File: src/rtl/vga_sync_decoder.sv
// vga_sync_decoder: VGA receive-side timing decoder.
// Recovers X/Y pixel coordinates and measures line/frame geometry.
//
// Ports:
//   clock       pixel clock, all logic on posedge
//   reset       synchronous, active-high
//   Horizontal  hsync pin from source
//   Vertical    vsync pin from source
//   picture     active-video enable from source
//   X, Y        column/row within active area
//   active      X/Y valid (delayed picture)
//   line_start  one-cycle pulse on hs asserting edge
//   frame_start one-cycle pulse on vs asserting edge
//   h_total     clocks per line, last measured
//   v_total     lines per frame, last measured
//   h_active    picture-high clocks in last line
//   v_active    lines containing picture in last frame
//   locked      timing stable
module vga_sync_decoder #(
  parameter bit NEGATIVE   = 1'b1,
  parameter int LOCK_LINES = 4,
  parameter int TIMEOUT    = 4096
) (
  input  logic        clock,
  input  logic        reset,
  input  logic        Horizontal,
  input  logic        Vertical,
  input  logic        picture,
  output logic [15:0] X,
  output logic [15:0] Y,
  output logic        active,
  output logic        line_start,
  output logic        frame_start,
  output logic [15:0] h_total,
  output logic [15:0] v_total,
  output logic [15:0] h_active,
  output logic [15:0] v_active,
  output logic        locked
);

  localparam logic [7:0]  LOCK_N = 8'(LOCK_LINES);
  localparam logic [15:0] TMO    = 16'(TIMEOUT);

  function automatic logic [15:0] sat_inc(
    input logic [15:0] v
  );
    return (v == 16'hFFFF) ? v : v + 16'd1;
  endfunction

  // stage 1: polarity-corrected pin capture
  logic s1_hs, s1_vs, s1_pic;
  // stage 2: previous stage-1 values
  logic s2_hs, s2_vs, s2_pic;

  logic hs_edge, vs_edge;
  logic pic_rise, pic_fall;

  // measurement / coordinate state
  logic [15:0] pcnt_q, pcnt_d;
  logic [15:0] lcnt_q, lcnt_d;
  logic [15:0] x_q, x_d;
  logic [15:0] y_q, y_d;
  logic [15:0] ycnt_q, ycnt_d;
  logic [15:0] htot_q, htot_d;
  logic [15:0] vtot_q, vtot_d;
  logic [15:0] hact_q, hact_d;
  logic [15:0] vact_q, vact_d;
  logic [7:0]  hstb_q, hstb_d;
  logic        h_seen_q, h_seen_d;
  logic        v_seen_q, v_seen_d;
  logic        y_first_q, y_first_d;
  logic        v_match_q, v_match_d;
  logic        lock_q, lock_d;
  logic        act_q, ls_q, fs_q;
  logic        first_line;

  assign hs_edge  = s1_hs & ~s2_hs;
  assign vs_edge  = s1_vs & ~s2_vs;
  assign pic_rise = s1_pic & ~s2_pic;
  assign pic_fall = ~s1_pic & s2_pic;

  always_comb begin
    pcnt_d     = sat_inc(pcnt_q);
    lcnt_d     = lcnt_q;
    x_d        = x_q;
    y_d        = y_q;
    ycnt_d     = ycnt_q;
    htot_d     = htot_q;
    vtot_d     = vtot_q;
    hact_d     = hact_q;
    vact_d     = vact_q;
    hstb_d     = hstb_q;
    h_seen_d   = h_seen_q;
    v_seen_d   = v_seen_q;
    y_first_d  = y_first_q;
    v_match_d  = v_match_q;
    lock_d     = (hstb_q == LOCK_N) && v_match_q;
    first_line = y_first_q | vs_edge;

    if (hs_edge) begin
      pcnt_d   = '0;
      h_seen_d = 1'b1;
      lcnt_d   = sat_inc(lcnt_q);
      if (h_seen_q) begin
        htot_d = sat_inc(pcnt_q);
        if (sat_inc(pcnt_q) == htot_q) begin
          hstb_d = (hstb_q >= LOCK_N) ?
                   LOCK_N : hstb_q + 8'd1;
        end else begin
          hstb_d = '0;
        end
      end
    end

    if (vs_edge) begin
      if (v_seen_q) begin
        vtot_d = lcnt_q;
        vact_d = ycnt_q;
      end
      v_seen_d  = 1'b1;
      y_first_d = 1'b1;
      v_match_d = (lcnt_q == vtot_q) &&
                  (lcnt_q != 16'd0);
      // a coincident hs edge is line 1 of the new frame
      lcnt_d    = hs_edge ? 16'd1 : 16'd0;
    end

    if (pic_rise) begin
      x_d = '0;
      // vs in the same cycle makes this row 0 of the new frame
      if (first_line) begin
        y_d       = '0;
        y_first_d = 1'b0;
      end else begin
        y_d = sat_inc(y_q);
      end
      ycnt_d = sat_inc(y_d);
    end else if (s1_pic) begin
      x_d = sat_inc(x_q);
    end

    if (pic_fall) begin
      hact_d = sat_inc(x_q);
    end

    // lost hsync: forget stability, keep measured values
    if (!hs_edge && pcnt_q >= TMO) begin
      lock_d    = 1'b0;
      hstb_d    = '0;
      v_match_d = 1'b0;
      h_seen_d  = 1'b0;
      v_seen_d  = 1'b0;
    end
  end

  always_ff @(posedge clock) begin
    if (reset) begin
      s1_hs     <= 1'b0;
      s1_vs     <= 1'b0;
      s1_pic    <= 1'b0;
      s2_hs     <= 1'b0;
      s2_vs     <= 1'b0;
      s2_pic    <= 1'b0;
      pcnt_q    <= '0;
      lcnt_q    <= '0;
      x_q       <= '0;
      y_q       <= '0;
      ycnt_q    <= '0;
      htot_q    <= '0;
      vtot_q    <= '0;
      hact_q    <= '0;
      vact_q    <= '0;
      hstb_q    <= '0;
      h_seen_q  <= 1'b0;
      v_seen_q  <= 1'b0;
      y_first_q <= 1'b0;
      v_match_q <= 1'b0;
      lock_q    <= 1'b0;
      act_q     <= 1'b0;
      ls_q      <= 1'b0;
      fs_q      <= 1'b0;
    end else begin
      s1_hs     <= Horizontal ^ NEGATIVE;
      s1_vs     <= Vertical ^ NEGATIVE;
      s1_pic    <= picture;
      s2_hs     <= s1_hs;
      s2_vs     <= s1_vs;
      s2_pic    <= s1_pic;
      pcnt_q    <= pcnt_d;
      lcnt_q    <= lcnt_d;
      x_q       <= x_d;
      y_q       <= y_d;
      ycnt_q    <= ycnt_d;
      htot_q    <= htot_d;
      vtot_q    <= vtot_d;
      hact_q    <= hact_d;
      vact_q    <= vact_d;
      hstb_q    <= hstb_d;
      h_seen_q  <= h_seen_d;
      v_seen_q  <= v_seen_d;
      y_first_q <= y_first_d;
      v_match_q <= v_match_d;
      lock_q    <= lock_d;
      act_q     <= s1_pic;
      ls_q      <= hs_edge;
      fs_q      <= vs_edge;
    end
  end

  // output register stage
  always_ff @(posedge clock) begin
    if (reset) begin
      X           <= '0;
      Y           <= '0;
      active      <= 1'b0;
      line_start  <= 1'b0;
      frame_start <= 1'b0;
      h_total     <= '0;
      v_total     <= '0;
      h_active    <= '0;
      v_active    <= '0;
      locked      <= 1'b0;
    end else begin
      X           <= x_q;
      Y           <= y_q;
      active      <= act_q;
      line_start  <= ls_q;
      frame_start <= fs_q;
      h_total     <= htot_q;
      v_total     <= vtot_q;
      h_active    <= hact_q;
      v_active    <= vact_q;
      locked      <= lock_q;
    end
  end

endmodule

File: config.mk
export PLATFORM = sky130hd
export DESIGN_NAME = vga_sync_decoder
export DESIGN_NICKNAME = d
export VERILOG_FILES = /design/src/rtl/vga_sync_decoder.sv
export SDC_FILE = /design/constraint.sdc
export NUM_CORES = 1
export LEC_CHECK = 0
export ABC_AREA = 1
export CAP_MARGIN = 40
export CORE_ASPECT_RATIO = 1.25
export CORE_MARGIN = 2
export CORE_UTILIZATION = 41
export DETAILED_ROUTE_END_ITERATION = 10
export SLEW_MARGIN = 20
export SYNTH_ARGS = -nofsm -noshare
export SYNTH_HDL_FRONTEND = slang
export SYNTH_SLANG_ARGS = --single-unit
File: constraint.sdc
create_clock -name clock -period 4.7 [get_ports clock]
set_input_delay 0.94 -clock clock [delete_from_list [all_inputs] [get_ports clock]]
set_output_delay 0.94 -clock clock [all_outputs]
set_load 0.01 [all_outputs]
# Yosys cells after proc, flatten, opt, wreduce, memory -nomap -nowiden

Cells that the tools add are included.

Mux-type cells: 15
Bitwise logic cells: 11
Reduce and logical (&&, ||, !) cells: 12
Add/subtract/negate cells: 6
$lt $le $gt $ge: 2
Eq/ne operators: 9

Operator list:

| cell                  | number |
|---|---|
| $mux 16               | 9 |
| $add 16x1->16 const B | 5 |
| $eq 16x16->1 const B  | 5 |
| $eq 16x16->1          | 2 |
| $ge 16x13->1 const B  | 1 |
| $mux 8                | 2 |
| $reduce_bool 16->1    | 1 |
| $add 8x1->8 const B   | 1 |
| $eq 8x3->1 const B    | 1 |
| $ge 8x3->1 const B    | 1 |
| $not 1->1             | 6 |
| $reduce_and 2->1      | 3 |
| $reduce_or 2->1       | 3 |
| $and 1x1->1           | 4 |
| $mux 1                | 4 |
| $logic_and 1x1->1     | 3 |
| $ne 2x2->1 const B    | 1 |
| $reduce_bool 2->1     | 1 |
| $logic_not 1->1       | 1 |
| $or 1x1->1            | 1 |

Logic and storage cells: 88
Output and inout port bits: 100
Input port bits: 5
Register bits: 265

# Depth between registers and ports, before layout

Gate-level depths: netlist (run 1).

Depth in word-level cells: 7
Gate-level depth with buffers: 19
Depth with buffers taken out: 18

# Least setup slack after synthesis (run 1)

Ideal clock, no wire load.

Path type: register -> register
Start point: register y_q[0]
End point: register ycnt_q[0]
Data required time: 4,590 ps
Setup slack: 2,165 ps
Period minus slack after synthesis: 2,535 ps
Setup time: 110 ps
Path buffers: 1
Cell stages (with the launch flop): 17
Arrival: 2,425 ps
Cells stage by stage: dfxtp_1 > ha_1 > nand3_2 > nor2_4 > nand2_4 > buf_6 > nand2_1 > nand3_1 > inv_1 > ha_1 > nand4_2 > nor2_4 > nand2_1 > o21ai_1 > nand3_1 > nand2_1 > inv_1

Word-level cells in the longest chain between the ends: 6
Elaborated cells on any way between the ends: 8
Those cells by class: add/sub: 2; eq/ne: 2; mux: 4

RTL lines:

| what                                                 | line | text |
|---|---|---|
| from (decl)                                          | 62   | `logic [15:0] y_q, y_d;` |
| from (signal assigned)                               | 192  | `y_q <= y_d;` |
| $add 16x1->16 / $eq 16x16->1 (equally long branches) | 47   | `return (v == 16'hFFFF) ? v : v + 16'd1;` |
| $mux 16 *                                            | 47   |  |
| $mux 16 *                                            | 131  | `if (first_line) begin` |
| $mux 16 *                                            | 128  | `if (pic_rise) begin` |
| $add 16x1->16 / $eq 16x16->1 (equally long branches) | 47   |  |
| $mux 16 *                                            | 47   |  |
| to (signal assigned)                                 | 193  | `ycnt_q <= ycnt_d;` |
| to (decl)                                            | 63   | `logic [15:0] ycnt_q, ycnt_d;` |

Mark *: on every way between the ends. The rest lies on a longest branch, timed or not. The select of a mux whose other input is x is not followed.
A chain may end at the register's enable or synchronous reset.

# Final worst setup path (run 1)

Start point: register y_q[0]
End point: register ycnt_q[9]

The elaborated chain is that of the path after synthesis.

==> results of run 1 <==
-- power breakdown --
part / leakage (µW) / switching, µW / internal [µW]
combinational: 0.00283 / 174 / 99.3
clock: 0.000497 / 916 / 1520
sequential: 0.00215 / 33.9 / 2310
-- critical path: cells and delay by family (launching register included) --
kind / cells / cell delay, ns
AND/OR/NAND/NOR: 12 / 1.70
adder cells (fa/ha/maj): 2 / 0.58
flip-flops: 1 / 0.43
buffers and inverters: 2 / 0.21
-- stage by stage --
step / std cells / area (µm²) / hold slack (ns)
final: 1904 / 13100 / 0.401
after global routing: 1904 / 13100 / 0.422
after CTS: 1903 / 13100 / 0.405
after detailed placement: 1853 / 12100 / 0.396
after global placement: 1849 / 12000 / 0.392
after floorplan: 1452 / 10700 / 0.388
-- routing by layer --
| layer | share of wire, % | wire (µm) | global-route usage, % |
|---|---|---|---|
| met2 | 48 | 12200 | 32.5 |
| met3 | 4.6 | 1180 | 2.93 |
| met5 | 0 | 0 | 0 |
| met4 | 2.1 | 527 | 5.03 |
| met1 | 45 | 11500 | 23.3 |
-- how the worst min path moves through the flow --
stage,from,to,slack (ns),cells past startpoint
floorplan,fs_q,frame_start,0.39,2
global placement,ls_q,line_start,0.39,2
detailed placement,ls_q,line_start,0.40,2
CTS,ls_q,line_start,0.41,2
global route,ls_q,line_start,0.42,2
finish,ls_q,line_start,0.40,2
-- area by class of cell --
class                           instances  area (µm²)
Timing Repair Buffer                  115        1130
Multi-Input combinational cell        911        4370
Clock inverter                         18         287
Clock buffer                           32         744
Sequential cell                       265        5310
Inverter                              223         837
Fill cell                            2617       12800
Tap cell                              340         425
-- sequential cells by signal, indices dropped and copies added (netlist names), 8 cells and up --
name / flops
X: 16
Y: 16
h_active: 16
h_total: 16
hact_q: 16
hstb_q: 8
htot_q: 16
lcnt_q: 16
pcnt_q: 16
v_active: 16
v_total: 16
vact_q: 16
vtot_q: 16
x_q: 16
y_q: 16
ycnt_q: 16
-- cells in the mapped netlist (18+ instances only) --
cell type,number
o22ai_1,22
clkbuf_1,35
nor3_1,18
nor2_1,226
xor2_1,18
inv_1,218
nand4_1,25
a21oi_1,103
o21ai_0,98
nand3_1,86
nand2_1,237
dfxtp_1,265
-- cells by family (layout without fill, tap and decap cells) --
logic type,after synthesis,after routing
simple gates,623,623
buf+inv,276,388
flops,265,265
compound gates,254,254
xor+xnor,25,25
fa+ha+maj,9,9
==> flow_metrics.tcl, run 1 <==
set metrics [dict create \
    ant_nets 0 \
    synthTopCellsByArea "dfxtp_1, nand2_1, nor2_1" \
    maxSlewHeadroom_pct 44.3 \
    crit_required_ns 5.17 \
    hold_path_class "register to register" \
    timing.final.crit_period_ns 2.98 \
    io_pins 105 \
    rows 66 \
    diodes 0 \
    synth.area.mux_share_pct 0 \
    drc 0 \
    ys_seq_area_share_pct 49.4 \
    tightestPinTransition_ns 0.832 \
    setup_viol 0 \
    grt.total_usage_pct 18.4 \
    skew_ns 0.0160 \
    syn_area_mm2 0.0107 \
    fin_util_pct 50.5 \
    place.gp.congestion 0.868 \
    drive_gt1_share_pct 5.82 \
    ir_drop_v 0.000241 \
    r2r_end "ycnt_q[9]" \
    antenna_found_initial 0 \
    hpwl_um 18200 \
    place_ws_ns 1.75 \
    clockBufferDepth 3 \
    rsz0062_at_grt "no" \
    via_per_inst 4.84 \
    io_buffers 104 \
    area_growth_pct 22.0 \
    die_y_um 185 \
    die_area_mm2 0.0275 \
    cp_max_fo 11 \
    cts_root_buffer "clkbuf_16" \
    avgSynthCellArea_um2 7.40 \
    synth_edf_count 0 \
    async_reset_ff_share_pct 0 \
    drt-initial-drc-count 464 \
    syn_inst 1452 \
    startpoint "y_q[0]" \
    p_leak_uw 0.00548 \
    crit_type "register to register" \
    synth_top_family_by_area "simple AND/OR/NAND/NOR gates" \
    wl_per_cell_um 13.4 \
    finalWorstSetupSlack_ns 1.72 \
    grt_pass1_vias 8638 \
    die_w_um 149 \
    numClockSinks 265 \
    ys_seq_elements 265 \
    grt-ovfl-total 0 \
    total_power_uw 5050 \
    cap_violations 0 \
    vias 9209 \
    hold_violations 0 \
    synth_top_area_share_pct 49.4 \
    yosys_warnings 0 \
    fmax_mhz 336 \
    r2r_start "y_q[0]" \
    synth_xor_area_share_pct 2.04 \
    cp_data_arrival_time_ns 3.45 \
    synth-compound-area-share_pct 12.7 \
    cp-start-kind "register" \
    cts_hold_buf 0 \
    post-route-period-util_pct 63.4 \
    crit_path_top_delay_cell "dfxtp_1" \
    dominantRegCellSynth "dfxtp_1" \
    r2r_slack_ns 1.72 \
    cts_tree "built" \
    grt_pass1_wl_um 42100 \
    status "finished, final reports clean" \
    nNetsFinal 1557 \
    postCtsSetupBuffers 0 \
    start_util_pct 41.4 \
    grt_max_degree 65 \
    cpMostUsedCell "nand2_1" \
    synth_simple_gate_area_share_pct 24.9 \
    worstSetupEndpointType "register" \
    routed_wirelength_um 25500 \
    final_common_cell "dfxtp_1" \
    clk_pin_slew_ns 0.06 \
    power.density_mw_per_mm2 386 \
    clk_latency_ns 0.54 \
    reg2reg_depth 16 \
    crit_path_max_incr_delay_ns 0.43 \
    yosysTopAreaCell "dfxtp_1" \
    coreArea_mm2 0.0259 \
    mostFrequentLayoutCells "dfxtp_1, nand2_1, nor2_1" \
    cts_resized 0 \
    crit_chain "ha_1 > nand3_2 > inv_1 > nand2_1 > nor2_1 > nand2_1 > nand2_1 > nand2_1 > inv_1 > ha_1 > nand4_2 > nor2_4 > nand3_2 > nand3_1 > nand3_1 > nand2_1" \
    drt_pre_antenna_iters 7 \
    synthAdderAreaFrac_pct 1.05 \
    synth_nets 1466 \
    cp-endpoint "ycnt_q[9]" \
    synthDistinctLibCells 39 \
    cts_made_buffers 27 \
    cts-htree-levels 1 \
    drv_slew 0 \
    fin_setup_tns_ns 0 \
]
Note: power is estimated with default switching activity, not from simulation.
==> run 2: changes to the inputs <==
clock period = 2.9 ns   (was 4.7 ns; I/O delays follow)
==> run 2 against run 1 <==
Compared with the run above: fmax up 15%; die area unchanged; critical endpoint is now ycnt_q[0]; worst hold slack better by 0.0026 ns; clock-buffer cell count up 8; largest power group is now registers.
==> flow_metrics.tcl, run 2 (synthesis results as in run 1) <==
set metrics [dict create \
    coreArea_mm2 0.0259 \
    die_y_um 185 \
    total_power_uw 7720 \
    cts_tree "built" \
    r2r_start "y_q[0]" \
    busiest_layer "met2" \
    drive_gt1_share_pct 6.47 \
    grt-ovfl-total 0 \
    grt.total_usage_pct 18.6 \
    dpl_cell_area_mm2 0.0122 \
    cpMostUsedCell "nand2_1" \
    place.gp.congestion 0.886 \
    fin_setup_tns_ns 0 \
    drt-initial-drc-count 407 \
    wl_per_cell_um 13.3 \
    cts-htree-levels 1 \
    r2r_end "ycnt_q[0]" \
    rows 66 \
    worstSetupEndpointType "register" \
    timing.final.crit_period_ns 2.60 \
    clockBufferDepth 3 \
    whs_endpoint "frame_start" \
    nNetsFinal 1569 \
    drt_pre_antenna_iters 5 \
    ir_drop_v 0.000395 \
    grt_pass1_wl_um 42200 \
    crit_path_max_incr_delay_ns 0.38 \
    vias 9252 \
    mostFrequentLayoutCells "dfxtp_1, nand2_1, nor2_1" \
    power.density_mw_per_mm2 590 \
    ant_nets 0 \
    cap_violations 0 \
    setup_viol 0 \
    fmax_mhz 385 \
    post-route-cell-area_mm2 0.0131 \
    via_per_inst 4.83 \
    grt_use_met2_pct 32.7 \
    r2r_slack_ns 0.30 \
    antenna_found_initial 0 \
    crit_path_top_delay_cell "dfxtp_2" \
    grtUsageMet1_pct 23.3 \
    hold-worst-slack_ns 0.404 \
    io_buffers 104 \
    cp-start-kind "register" \
    skew_ns 0.0174 \
    io_pins 105 \
    cp_data_arrival_time_ns 3.03 \
    area_growth_pct 21.9 \
    post-route-period-util_pct 89.5 \
    hpwl_um 18600 \
    final_common_cell "dfxtp_1" \
    hp-start "fs_q" \
    hold_path_class "register to register" \
    use_met3_pct 2.91 \
    p_leak_uw 0.00550 \
    crit_chain "ha_2 > nand3_2 > nor2_4 > nand2_4 > nand2_1 > nand3_1 > inv_1 > ha_1 > nand4_2 > nor2_4 > nand2_1 > o21ai_1 > nand3_1 > nand2_1 > inv_1" \
    drv_slew 0 \
    hold_violations 0 \
    reg2reg_depth 15 \
    hold_depth 2 \
    clk_pin_slew_ns 0.06 \
    grt_pass1_vias 8784 \
    start_util_pct 41.4 \
    tightestPinTransition_ns 0.629 \
    diodes 0 \
    grt_max_degree 50 \
    crit_required_ns 3.33 \
    cp_max_fo 15 \
    crit_type "register to register" \
    maxSlewHeadroom_pct 58.0 \
    status "finished, final reports clean" \
    rsz0062_at_grt "no" \
    cts_root_buffer "clkbuf_16" \
    routed_wirelength_um 25500 \
    numClockSinks 265 \
    die_area_mm2 0.0275 \
    die_w_um 149 \
    clk_latency_ns 0.54 \
    drc 0 \
    cts_made_buffers 27 \
]
## run 2: metrics by stage
step | std cells | util [%] | worst slack (ns)
after floorplan | 1452 | - | 0.365
after global placement | 1863 | 46.8 | 0.230
after detailed placement | 1865 | 46.9 | 0.151
after CTS | 1915 | 50.4 | 0.0993
after global routing | 1916 | 50.5 | 0.00537
final | 1916 | 50.5 | 0.305
## run 2: worst max path at each step
stage                      start         end  slack, ns
after global placement    y_q[0]  ycnt_q[15]       0.23
final                     y_q[0]   ycnt_q[0]       0.30
after CTS                 y_q[0]   ycnt_q[5]        0.1
after global routing      y_q[0]   ycnt_q[5]      0.005
after detailed placement  y_q[0]   ycnt_q[7]       0.15
after floorplan           y_q[0]   ycnt_q[0]       0.37
## run 2: per-layer routing
layer	wire length [µm]	up-vias
li1	-	4841
met1	11200	4180
met2	12400	185
met3	1240	46
met4	675	0
met5	0	-
## run 2: repair_timing
item	in CTS	in global routing
buffers inserted	0	1
setup endpoints to repair	0	15
hold endpoints to repair	0	0
resized for setup	0	4
hold buffers	0	0
## run 2: power breakdown
part | total, µW | switching (µW) | internal, µW
registers | 3800 | 53.1 | 3740
logic | 456 | 285 | 171
clock network | 3460 | 1430 | 2030
## run 2: final cells by class
cell class,instances,area (µm²)
flip-flops and latches,265,5310
repair buffers,127,1230
multi-input cells,911,4380
clock inverters,10,88.8
fillers,2642,12800
inverters,223,837
clock buffers,40,815
well taps,340,425
## run 2: worst max-delay path: cells and delay by family, from the launching register on
kind,cells,cell delay [ns]
simple gates,10,1.33
fa+ha+maj,2,0.44
flops,1,0.38
buf+inv,2,0.20
compound gates,1,0.15
